==> config.mk <==
export PLATFORM = sky130hd
export DESIGN_NAME = pipe_cla_adder
export DESIGN_NICKNAME = d
export VERILOG_FILES = /design/src/rtl/pipe_cla_adder.sv
export SDC_FILE = /design/constraint.sdc
export NUM_CORES = 1
export LEC_CHECK = 0
export CAP_MARGIN = 30
export CORE_ASPECT_RATIO = 1.4
export CORE_MARGIN = 3
export CORE_UTILIZATION = 30
export DETAILED_ROUTE_END_ITERATION = 6
export GPL_ROUTABILITY_DRIVEN = 0
export MAX_ROUTING_LAYER = met4
export PLACE_DENSITY_LB_ADDON = 0.25
export SLEW_MARGIN = 0
export SYNTH_ARGS = -nofsm -noshare
export SYNTH_HDL_FRONTEND = slang
export SYNTH_SLANG_ARGS = --single-unit
==> constraint.sdc <==
create_clock -name clk -period 3.5 [get_ports clk]
set_input_delay 0.35 -clock clk [delete_from_list [all_inputs] [get_ports clk]]
set_output_delay 0.35 -clock clk [all_outputs]
set_load 0.02 [all_outputs]
==> src/rtl/pipe_cla_adder.sv <==
// Pipelined carry-lookahead adder/subtractor with a valid/ready handshake.
// Each stage adds one SW-bit slice built from 4-bit lookahead groups and
// passes its carry, the partial sum and the unconsumed operand bits onward.
module pipe_cla_adder #(
  parameter int unsigned WIDTH        = 16,
  parameter int unsigned SLICE_GROUPS = 2
) (
  input  logic             clk,
  input  logic             rst,
  input  logic             in_valid,
  output logic             in_ready,
  input  logic [WIDTH-1:0] a,
  input  logic [WIDTH-1:0] b,
  input  logic             c0,
  input  logic             sub,
  output logic             out_valid,
  input  logic             out_ready,
  output logic [WIDTH-1:0] s,
  output logic             c_out,
  output logic             ovf
);

  localparam int unsigned SW  = 4 * SLICE_GROUPS;
  localparam int unsigned LAT = WIDTH / SW;

  logic             adv;
  logic [WIDTH-1:0] b_eff;
  logic             cin0;

  // One SW-bit slice: 4-bit lookahead groups, group G/P rippled between them.
  // Returns {carry out, sum}.
  function automatic logic [SW:0] cla_slice(input logic [SW-1:0] x,
                                            input logic [SW-1:0] y,
                                            input logic          ci);
    logic [SW-1:0] g;
    logic [SW-1:0] p;
    logic [SW-1:0] c;
    logic [3:0]    gg;
    logic [3:0]    gp;
    logic          cg;
    g  = x & y;
    p  = x ^ y;
    c  = '0;
    cg = ci;
    for (int unsigned j = 0; j < SLICE_GROUPS; j++) begin
      gg = g[4*j +: 4];
      gp = p[4*j +: 4];
      c[4*j]   = cg;
      c[4*j+1] = gg[0] | (gp[0] & cg);
      c[4*j+2] = gg[1] | (gp[1] & gg[0]) | (gp[1] & gp[0] & cg);
      c[4*j+3] = gg[2] | (gp[2] & gg[1]) | (gp[2] & gp[1] & gg[0])
               | (gp[2] & gp[1] & gp[0] & cg);
      cg = gg[3] | (gp[3] & gg[2]) | (gp[3] & gp[2] & gg[1])
         | (gp[3] & gp[2] & gp[1] & gg[0]) | ((&gp) & cg);
    end
    return {cg, p ^ c};
  endfunction

  // Subtraction folds into the operands: invert b and force carry-in to 1.
  always_comb begin
    b_eff = sub ? ~b : b;
    cin0  = sub | c0;
  end

  // Whole pipeline moves together unless a valid result is being held.
  always_comb begin
    adv      = !out_valid || out_ready;
    in_ready = adv;
  end

  for (genvar k = 0; k < LAT; k++) begin : g_stage
    localparam int unsigned IN_W  = WIDTH - k * SW;
    localparam int unsigned OUT_W = WIDTH - (k + 1) * SW;

    logic [IN_W-1:0]      a_in;
    logic [IN_W-1:0]      b_in;
    logic                 c_in;
    logic                 v_in;
    logic [SW:0]          slice;
    logic                 v_q;
    logic                 c_q;
    logic [(k+1)*SW-1:0]  sum_q;

    if (k == 0) begin : g_src
      assign a_in = a;
      assign b_in = b_eff;
      assign c_in = cin0;
      assign v_in = in_valid;

      // First slice of the sum.
      always_ff @(posedge clk or posedge rst) begin
        if (rst)      sum_q <= '0;
        else if (adv) sum_q <= slice[SW-1:0];
      end
    end else begin : g_src
      assign a_in = g_stage[k-1].g_rem.a_q;
      assign b_in = g_stage[k-1].g_rem.b_q;
      assign c_in = g_stage[k-1].c_q;
      assign v_in = g_stage[k-1].v_q;

      // Append this slice above the sum bits already produced.
      always_ff @(posedge clk or posedge rst) begin
        if (rst)      sum_q <= '0;
        else if (adv) sum_q <= {slice[SW-1:0], g_stage[k-1].sum_q};
      end
    end

    // Lookahead addition of the lowest remaining slice.
    always_comb begin
      slice = cla_slice(a_in[SW-1:0], b_in[SW-1:0], c_in);
    end

    // Slice carry and beat valid travel with the data.
    always_ff @(posedge clk or posedge rst) begin
      if (rst) begin
        v_q <= 1'b0;
        c_q <= 1'b0;
      end else if (adv) begin
        v_q <= v_in;
        c_q <= slice[SW];
      end
    end

    if (OUT_W > 0) begin : g_rem
      logic [OUT_W-1:0] a_q;
      logic [OUT_W-1:0] b_q;

      // Carry the not-yet-added operand bits to the next stage.
      always_ff @(posedge clk or posedge rst) begin
        if (rst) begin
          a_q <= '0;
          b_q <= '0;
        end else if (adv) begin
          a_q <= a_in[IN_W-1:SW];
          b_q <= b_in[IN_W-1:SW];
        end
      end
    end else begin : g_msb
      logic cm_q;

      // Carry into the MSB, recovered from the MSB sum and operand bits.
      always_ff @(posedge clk or posedge rst) begin
        if (rst)      cm_q <= 1'b0;
        else if (adv) cm_q <= slice[SW-1] ^ a_in[SW-1] ^ b_in[SW-1];
      end
    end
  end

  assign out_valid = g_stage[LAT-1].v_q;
  assign s         = g_stage[LAT-1].sum_q;
  assign c_out     = g_stage[LAT-1].c_q;
  assign ovf       = g_stage[LAT-1].g_msb.cm_q ^ g_stage[LAT-1].c_q;

endmodule

==> results.md, run 1 <==
* 0 — max-cap violation count
* 2495 um2 — post-synthesis instance area
* 579.6 nW/um2 — power per cell area
* 0 — count of warnings emitted by yosys
* 0 — hold buffer count at CTS
* false — setup repair after global routing missed its margin
* 270 — synthesized instance count
* 1984 — vias in the first global route
* input pin to register — worst setup path class
* 12.66 um — drt wl/cell
* 31.42% — initial standard-cell utilization of the core
* 9321 um — global-route wire length before repair
* 459.1 ps — Worst Max-Slew Pin Slew
* 0 ps — final setup TNS
* 100.0% — Post-synth ARST share
* 3660 ps — required arrival time at the worst endpoint
* 7940 um2 — core box area
* 0.0002884 V — largest vdd supply drop
* 37 — number of unique standard cell types used by synthesis
* 428 — non-filler instance count after layout
* 1982 — via count
* 45.14% — share of synthesized area occupied by flip-flops and latches
* met2 — routing layer with the top usage in global route
* 3.074 ps — clock skew
* 328 — synthesized netlist net count
* 49 — largest net degree at the start of global routing
* register — endpoint class of the critical path
* 12.43% — GRT Overall Usage
* 385 — NumNets Final
* sky130_fd_sc_hd__dfrtp_1 (45%), sky130_fd_sc_hd__nand2_1 (10%), sky130_fd_sc_hd__ha_1 (8.0%) — top cells by area, synth
* 31.34% — Area growth, synth to finish
* 2 — Max clock buf depth
* 0.001899 W — Overall Power
* sky130_fd_sc_hd__clkbuf_8 — clock root buffer master
* 801 — fill cell instance count of the final layout
* 420 — placed cell count
* 13.72% — met1 routing resource usage after global routing
* 80 ps — clock transition at the registers of the reported paths
* 69.39% — remaining max-slew budget at the tightest pin
* 45 — sink count of the clock tree
* 0 — number of gates given a new drive strength after cts
* 2750 ps — data arrival time at the worst-slack endpoint
* 1284 um2 — multi-input gate area in the final layout
* 0 — n_diodes
* 5 — number of buffers added by the clock tree synthesis step
* 2 — CTS H-tree depth
* 290 ps — clk_lat worst skew
* 38 — row cnt
* sky130_fd_sc_hd__dfrtp_1 — cell type with the highest aggregate area in the netlist
* 2.095% — GR Util met3
* 1126 um2 — area of all sequential standard cells
* 2588 ps — post-route minimum period
* 5419 um — total detailed-routing wirelength
* 45.14% — share of Yosys cell area claimed by the top area cell type
* 0 — grt ovf
* complete, no violations — outcome
* 386.4 MHz — maximum clock rate
* 4.631 — ratio of routed vias to standard cells
* 0 — initial antenna violation count
* yes — clock tree from TritonCTS
* 0 — final setup fails
* 1.484 nW — leak pwr
* 45 — post-synthesis sequential element count
* 0 — total setup buffers inserted after CTS
* 63 — first-iteration detailed-routing DRC count
* 58 — Ports
* 57 — port bufs
* 0 — number of routed nets with antenna violations
* 4187 um — DPL Wire Length
* sky130_fd_sc_hd__dfrtp_1 — Primary FF master, synth
* 0 — max-slew violations
* input pin to async pin — worst min-delay path class
* 0 — number of flops mapped to enable cells by yosys
* input pin — kind of launch point of the worst setup path
* 4.573% — layout cells sized above 1
* 9462 um2 — area of the die
* 7 — reg2reg path depth
* 0 — number of endpoints with negative hold slack in the final report
* 9.240 um2 — synthesized area divided by synthesized cell count
* 5 — number of detailed-route iterations in the first pass
* 0 — Post-route DRC
* 113.9 um — DIE HEIGHT
* 6 — maximum fanout along the worst path
* 22.75% — met2 Usage GRT
* 73.94% — Tcrit/Tclk final
* 83.07 um — Die W
[kinds of logic after synthesis]
family                   share of synthesized area [%]
AO/OA/AOI/OAI                                    14.24
XOR/XNOR                                         9.829
adder cells (fa/ha/maj)                          11.23
buffers and inverters                            3.711
flip-flops                                       45.14
AND/OR/NAND/NOR                                  15.85
[cell usage after synthesis (3+ instances only)]
library cell	instances
sky130_fd_sc_hd__nand2b_1	4
sky130_fd_sc_hd__a21o_1	3
sky130_fd_sc_hd__o21ai_1	4
sky130_fd_sc_hd__a22oi_1	3
sky130_fd_sc_hd__ha_1	16
sky130_fd_sc_hd__nand2_1	67
sky130_fd_sc_hd__a211oi_1	4
sky130_fd_sc_hd__xnor2_1	11
sky130_fd_sc_hd__clkbuf_1	8
sky130_fd_sc_hd__nor2_1	16
sky130_fd_sc_hd__dfrtp_1	45
sky130_fd_sc_hd__o21ai_0	16
sky130_fd_sc_hd__xor2_1	17
sky130_fd_sc_hd__nor3_1	4
sky130_fd_sc_hd__a21oi_1	13
sky130_fd_sc_hd__inv_1	12
sky130_fd_sc_hd__fa_1	4
[worst paths after layout]
| path | startpoint | to | slack, ps |
|---|---|---|---|
| max in group asynchronous | rst | s[6] | 2700 |
| max reg2reg | g_stage[0].g_rem.a_q[0] | s[13] | 1330 |
| min in group clk | g_stage[0].v_q | g_stage[0].v_q | 470 |
| min | rst | g_stage[0].v_q | 330 |
| max | sub | g_stage[0].sum_q[5] | 910 |
| min reg2reg | g_stage[0].v_q | g_stage[0].v_q | 470 |
[power breakdown]
part / switching (W) / internal [W] / leakage (nW)
sequential: 0.0000836 / 0.000668 / 0.531
combinational: 0.000431 / 0.000406 / 0.914
clock: 0.000168 / 0.000142 / 0.0395
[layout by cell type, fill, tap and decap left out, types with 2 or more instances in the layout]
cell,Yosys,final
sky130_fd_sc_hd__nand2_1,67,67
sky130_fd_sc_hd__clkdlybuf4s50_1,0,57
sky130_fd_sc_hd__dfrtp_1,45,45
sky130_fd_sc_hd__xor2_1,17,17
sky130_fd_sc_hd__nor2_1,16,16
sky130_fd_sc_hd__o21ai_0,16,16
sky130_fd_sc_hd__ha_1,16,16
sky130_fd_sc_hd__a21oi_1,13,13
sky130_fd_sc_hd__xnor2_1,11,11
sky130_fd_sc_hd__inv_1,12,11
sky130_fd_sc_hd__clkbuf_8,0,5
sky130_fd_sc_hd__o21ai_1,4,4
sky130_fd_sc_hd__nor3_1,4,4
sky130_fd_sc_hd__nand2b_1,4,4
sky130_fd_sc_hd__a211oi_1,4,4
sky130_fd_sc_hd__fa_1,4,4
sky130_fd_sc_hd__a21o_1,3,3
sky130_fd_sc_hd__a22oi_1,3,3
sky130_fd_sc_hd__clkbuf_1,8,3
sky130_fd_sc_hd__buf_4,0,3
sky130_fd_sc_hd__o21a_1,2,2
[registers in the layout, summed over array words and instances, names as in the netlist]
signal / count
s: 16
c_out: 1
g_stage.v_q: 1
g_stage.g_msb.cm_q: 1
g_stage.g_rem.a_q: 8
g_stage.g_rem.b_q: 8
g_stage.sum_q: 8
g_stage.c_q: 1
out_valid: 1
[per-stage QoR]
stage               utilization [%]  setup slack [ps]  area [um2]  hold slack, ps
global route                  41.27             702.2        3277           350.4
global placement              40.01             650.7        3177           446.3
CTS                           41.27             908.2        3277           333.1
floorplan                         -             949.3        2495           430.0
finish                        41.27             912.0        3277           325.0
detailed placement            40.26             597.2        3197           452.0
[metal layers]
metal,wire [um],part of all wire (%)
met5,0,0
met4,61,1.1
met3,197,3.6
met2,2889,53
met1,2270,42
[critical path, cell delays in order]
cell and delay, ps:
sky130_fd_sc_hd__clkdlybuf4s50_1 520, sky130_fd_sc_hd__xor2_1 210, sky130_fd_sc_hd__ha_1 330, sky130_fd_sc_hd__o21ai_0 120
sky130_fd_sc_hd__a22oi_1 400, sky130_fd_sc_hd__a21oi_1 170, sky130_fd_sc_hd__fa_1 420, sky130_fd_sc_hd__xor2_1 150
sky130_fd_sc_hd__a21oi_1 80
[layout make-up]
| cell class | count | share of cell area [%] |
|---|---|---|
| sequential | 45 | 34.36 |
| timing repair buffer | 61 | 18.71 |
| inverter | 13 | 1.489 |
| multi-input combinational | 201 | 39.18 |
| clock buffer | 8 | 2.444 |
| tap | 100 | 3.818 |
Power figures use the tool's default switching activity.
==> run 2: changes to the inputs <==
- clock period: 3.5 -> 2.3 ns (I/O delays scaled with it)
==> results.md, run 2 (synthesis results as in run 1) <==
* 2460 ps — required arrival time at the worst endpoint
* 58 — Ports
* 0 — Post-route DRC
* 1289 um2 — multi-input gate area in the final layout
* 398 — NumNets Final
* 0 — number of endpoints with negative hold slack in the final report
* 2105 ps — post-route minimum period
* 390 ps — slowest stage delay, CP
* ha_1 > a211oi_2 > o21bai_1 > a21o_2 > fa_1 > xnor2_1 > o21ai_0 — cells along the critical path
* compound AO/OA/AOI/OAI gates — critical path's top delay family
* 9462 um2 — area of the die
* 57 — port bufs
* register — endpoint class of the critical path
* 12.58 um — drt wl/cell
* sky130_fd_sc_hd__dfrtp_1 — cell type of the slowest stage on the worst timing path
* 2270 ps — data arrival time at the worst-slack endpoint
* 83.07 um — Die W
* 43.27% — Layout Utilization
* 113.9 um — DIE HEIGHT
* s[13] — destination of the worst register-to-register timing path
* 3436 um2 — fin area
* 3 — number of detailed-route iterations in the first pass
* 37.71% — Area growth, synth to finish
* 483.0 ps — Worst Max-Slew Pin Slew
* 0 — initial antenna violation count
* 268.5 ps — worst slack on hold paths
* 1126 um2 — area of all sequential standard cells
* met2 — routing layer with the top usage in global route
* 9535 um — global-route wire length before repair
* 2 — Max clock buf depth
* sky130_fd_sc_hd__nand2_1 (67), sky130_fd_sc_hd__clkdlybuf4s50_1 (56), sky130_fd_sc_hd__dfrtp_1 (45) — most frequent cells in the layout
* false — setup repair after global routing missed its margin
* 70 — first-iteration detailed-routing DRC count
* sky130_fd_sc_hd__clkbuf_8 — clock root buffer master
* 1.585 nW — leak pwr
* 3 — maximum fanout along the worst path
* 1993 — via count
* yes — clock tree from TritonCTS
* 0 — max-slew violations
* 14.30% — met1 routing resource usage after global routing
* 0 — n_diodes
* 16 — number of flip-flops under the largest register name
* 49 — largest net degree at the start of global routing
* 33.57% — switching part of the total
* 921.2 nW/um2 — power per cell area
* 22.64% — met2 Usage GRT
* sky130_fd_sc_hd__nand2_1 — most frequent standard cell in the layout excluding fill and tap cells
* 2.023% — GR Util met3
* g_stage[0].g_rem.a_q[0] — startpoint of the most critical setup path
* 0 ps — final setup TNS
* 190 ps — worst reg2reg setup slack
* complete, no violations — outcome
* 0 — final setup fails
* 67.75% — remaining max-slew budget at the tightest pin
* 0.0003753 V — largest vdd supply drop
* 2 — CTS H-tree depth
* 0 — total setup buffers inserted after CTS
* 5.264 ps — clock skew
* 7 — reg2reg path depth
* 4394 um — DPL Wire Length
* 2038 — vias in the first global route
* 0 — max-cap violation count
* 22.1% — proportion of power drawn by the clock network
* g_stage[0].g_rem.a_q[0] — RR Startpoint
* register — kind of launch point of the worst setup path
* 12.74% — GRT Overall Usage
* 0.002102 W — Internal Dissipation
* 0 — number of routed nets with antenna violations
* 38 — row cnt
* register to register — worst setup path class
* 80 ps — clock transition at the registers of the reported paths
* 814 — fill cell instance count of the final layout
* 5 — number of buffers added by the clock tree synthesis step
* 36.3% — share of power burned in registers
* 0 — crit path buf inv count
* 0 — grt ovf
* input pin to async pin — worst min-delay path class
* 290 ps — clk_lat worst skew
* 91.53% — Tcrit/Tclk final
* 9.384% — layout cells sized above 1
* 3299 um2 — placed inst area
* 7940 um2 — core box area
* 41.6% — Gate power share
* 45 — sink count of the clock tree
* 4.519 — ratio of routed vias to standard cells
* 31.42% — initial standard-cell utilization of the core
* 475.0 MHz — maximum clock rate
* 0.001063 W — reported net switching power
* 5549 um — total detailed-routing wirelength
==> run 2: cell types whose count changed in the layout (fill, tap and decap cells not counted), sizes merged <==
cell,change
buf,+13
bufinv,+2
clkbuf,-3
clkdlybuf4s50,-1
clkinv,+1
dlymetal6s2s,+1
==> run 2: power by group through the flow <==
| stage | logic, W | registers, W | clock network, W |
|---|---|---|---|
| final | 0.00132 | 0.00115 | 0.000699 |
| after global routing | 0.00146 | 0.00118 | 0.000758 |
| after CTS | 0.00134 | 0.00116 | 0.000726 |
| after detailed placement | 0.00134 | 0.00117 | 0 |
| after global placement | 0.00132 | 0.00117 | 0 |
| after floorplan | 0.000632 | 0.00130 | 0 |
==> run 2: worst max path at each step <==
| stage | cells after the start | slack, ps | endpoint |
|---|---|---|---|
| floorplan | 10 | 3 | g_stage[0].sum_q[5] |
| global placement | 8 | -200 | g_stage[0].sum_q[4] |
| detailed placement | 8 | -330 | g_stage[0].sum_q[4] |
| CTS | 9 | 20 | g_stage[0].sum_q[7] |
| global route | 7 | 30 | s[13] |
| finish | 7 | 190 | s[13] |
==> run 2: layer usage <==
layer / part of all wire, % / vias to the layer above / wire (um)
met2: 52 / 44 / 2881
met3: 3.3 / 9 / 185
met4: 2.1 / 0 / 116
met1: 43 / 910 / 2366
li1: - / 1030 / -
met5: 0 / - / 0
==> run 2: cell type report <==
class	count	area share (%)
well taps	100	3.642
inverters	13	1.420
repair buffers	74	20.76
clock buffers	5	2.003
flip-flops and latches	45	32.77
multi-input cells	201	37.51
clock inverters	3	1.894
==> run 2: through the flow <==
stage	power (W)	std cells	setup slack, ps
finish	0.003165	441	194.7
global route	0.003401	441	27.17
CTS	0.003227	441	23.77
detailed placement	0.002513	433	-326.2
global placement	0.002484	433	-197.0
floorplan	0.001933	270	3.313
==> run 2: repair_timing <==
| item | 4_1_cts | 5_1_grt |
|---|---|---|
| hold buffers | 0 | 0 |
| endpoints found under the setup margin | 1 | 6 |
| resized for setup | 1 | 2 |
| pin swaps | 0 | 1 |
==> run 3: changes to the inputs <==
- ABC_AREA: default -> 1
==> results.md, run 3 <==
* 31.67% — initial standard-cell utilization of the core
* 0 — number of endpoints with negative hold slack in the final report
* 0 — n_diodes
* 2470 ps — required arrival time at the worst endpoint
* 7.440 ps — clock skew
* 45 — post-synthesis sequential element count
* yes — clock tree from TritonCTS
* 0 — hold buffer count at CTS
* 45 — sink count of the clock tree
* g_stage[0].g_rem.a_q[1] — RR Startpoint
* 40.0% — share of power burned in registers
* 38 — row cnt
* input pin — kind of launch point of the worst setup path
* 0 — Post-route DRC
* sky130_fd_sc_hd__dfrtp_1 (45%), sky130_fd_sc_hd__nand2_1 (14%), sky130_fd_sc_hd__ha_1 (8.0%) — top cells by area, synth
* 76 — first-iteration detailed-routing DRC count
* 42.4% — Gate power share
* 34.28% — Area growth, synth to finish
* 9135 um — global-route wire length before repair
* 300 ps — clk_lat worst skew
* sky130_fd_sc_hd__clkdlybuf4s50_1 — cell type of the slowest stage on the worst timing path
* 17.6% — proportion of power drawn by the clock network
* 57 — port bufs
* 44.78% — share of Yosys cell area claimed by the top area cell type
* 2083 — vias in the first global route
* 2 — CTS H-tree depth
* 2 — maximum fanout along the worst path
* 840.4 nW/um2 — power per cell area
* 489.1 MHz — maximum clock rate
* 0 — max-cap violation count
* 11.45 um — drt wl/cell
* 0 — max-slew violations
* 100.0% — Post-synth ARST share
* 12.11% — GRT Overall Usage
* sky130_fd_sc_hd__dfrtp_1 — Primary FF master, synth
* 11.08% — layout cells sized above 1
* 266.6 ps — worst slack on hold paths
* b[0] — startpoint of the most critical setup path
* 2515 um2 — post-synthesis instance area
* 0 — final setup fails
* 44.78% — share of synthesized area occupied by flip-flops and latches
* 64.63% — remaining max-slew budget at the tightest pin
* input pin to register — worst setup path class
* 5279 um — total detailed-routing wirelength
* 36.43% — switching part of the total
* 2220 ps — data arrival time at the worst-slack endpoint
* 420 ps — slowest stage delay, CP
* sky130_fd_sc_hd__nand2_1 — most frequent standard cell in the layout excluding fill and tap cells
* 0.001034 W — reported net switching power
* 114.3 um — DIE HEIGHT
* 90 ps — clock transition at the registers of the reported paths
* 0 — grt ovf
* 83.38 um — Die W
* 418 — NumNets Final
* 0 — count of warnings emitted by yosys
* 292 — synthesized instance count
* 4.401 — ratio of routed vias to standard cells
* 0.0003168 V — largest vdd supply drop
* 27 — number of unique standard cell types used by synthesis
* 0 — number of routed nets with antenna violations
* 9533 um2 — area of the die
* sky130_fd_sc_hd__nand2_1 — most frequent cell after synthesis
* 88.89% — Tcrit/Tclk final
* 530.6 ps — Worst Max-Slew Pin Slew
* sky130_fd_sc_hd__nand2_1 (95), sky130_fd_sc_hd__clkdlybuf4s50_1 (56), sky130_fd_sc_hd__dfrtp_1 (45) — most frequent cells in the layout
* 4 — number of detailed-route iterations in the first pass
* 0 — initial antenna violation count
* input pin to async pin — worst min-delay path class
* 350 — synthesized netlist net count
* sky130_fd_sc_hd__dfrtp_1 — cell type with the highest aggregate area in the netlist
* 0.002838 W — Overall Power
* complete, no violations — outcome
* 0 — number of flops mapped to enable cells by yosys
* 2045 ps — post-route minimum period
* 3937 um — DPL Wire Length
* 2 — Max clock buf depth
* clkdlybuf4s50_1 > xnor2_1 > inv_1 > ha_1 > nand2_1 > nor2_1 > o21ai_1 > nand3_2 > inv_1 > fa_1 > xor2_1 > o21ai_1 — cells along the critical path
* sky130_fd_sc_hd__nand2_1 (95), sky130_fd_sc_hd__dfrtp_1 (45), sky130_fd_sc_hd__inv_1 (23) — Post-synth top cells
* 5 — number of buffers added by the clock tree synthesis step
* 8 — reg2reg path depth
* false — setup repair after global routing missed its margin
* 1.642 nW — leak pwr
* 2029 — via count
* register — endpoint class of the critical path
* sky130_fd_sc_hd__clkbuf_8 — clock root buffer master
* 58 — Ports
* 7940 um2 — core box area
* 57 — largest net degree at the start of global routing
* 16 — number of flip-flops under the largest register name
* 8.613 um2 — synthesized area divided by synthesized cell count
* 0.001804 W — Internal Dissipation
[run 3: area by class of cell]
| type | instances | area, um2 |
|---|---|---|
| tap | 100 | 125.1 |
| timing repair buffer | 72 | 698.2 |
| multi-input combinational | 211 | 1242 |
| sequential | 45 | 1126 |
| fill | 816 | 4563 |
| inverter | 25 | 93.84 |
| clock inverter | 3 | 22.52 |
| clock buffer | 5 | 68.82 |
[run 3: final timing paths]
check,end,slack [ps]
worst max-delay path,g_stage[0].sum_q[5],260
worst min-delay path,g_stage[1].g_msb.cm_q,270
worst max register to register,s[13],530
worst min register to register,out_valid,450
max in group asynchronous,g_stage[0].g_rem.a_q[1],1810
min in group clk,out_valid,450
[run 3: cell families (layout without fill, tap and decap cells)]
family | after synthesis | count (layout) | synth area share [%]
flops | 45 | 45 | 44.78
xor+xnor | 23 | 23 | 8.010
compound gates | 36 | 36 | 8.159
simple gates | 132 | 132 | 21.79
buf+inv | 36 | 105 | 6.119
fa+ha+maj | 20 | 20 | 11.14
[run 3: layer usage]
| metal | up-vias | part of all wire (%) | global-route usage, % |
|---|---|---|---|
| met1 | 924 | 42 | 13.04 |
| met2 | 41 | 53 | 22.48 |
| met5 | - | 0 | - |
| met4 | 0 | 1.6 | 4.471 |
| met3 | 7 | 3.4 | 1.728 |
| li1 | 1057 | - | - |
[run 3: per-stage QoR]
step           setup TNS (ps)  util (%)  setup slack (ps)  std cells  cell area, um2
3_5_place_dp           -476.3     41.25            -248.0        452            3276
2_1_floorplan               0         -             131.5        292            2515
4_1_cts                     0     42.40             70.26        460            3367
3_3_place_gp           -311.6     41.25            -174.9        452            3276
5_1_grt                     0     42.53             84.26        461            3377
6_report                    0     42.53             255.4        461            3377
[run 3: timing repair]
action	in CTS	in global routing
setup buffers	0	1
resized for setup	0	2
endpoints found under the setup margin	0	2
[run 3: power groups by stage]
stage               Clock [W]  Sequential (W)  Combinational [W]
CTS                  0.000525         0.00114            0.00123
global route         0.000561         0.00117            0.00135
detailed placement          0         0.00116            0.00122
global placement            0         0.00115            0.00120
floorplan                   0         0.00128           0.000578
finish               0.000500         0.00113            0.00120
[run 3: worst max-delay path, delay by kind of cell]
kind	cells	cell delay, ps
compound gates	2	160
xor+xnor	2	370
fa+ha+maj	2	670
buf+inv	3	550
simple gates	3	250
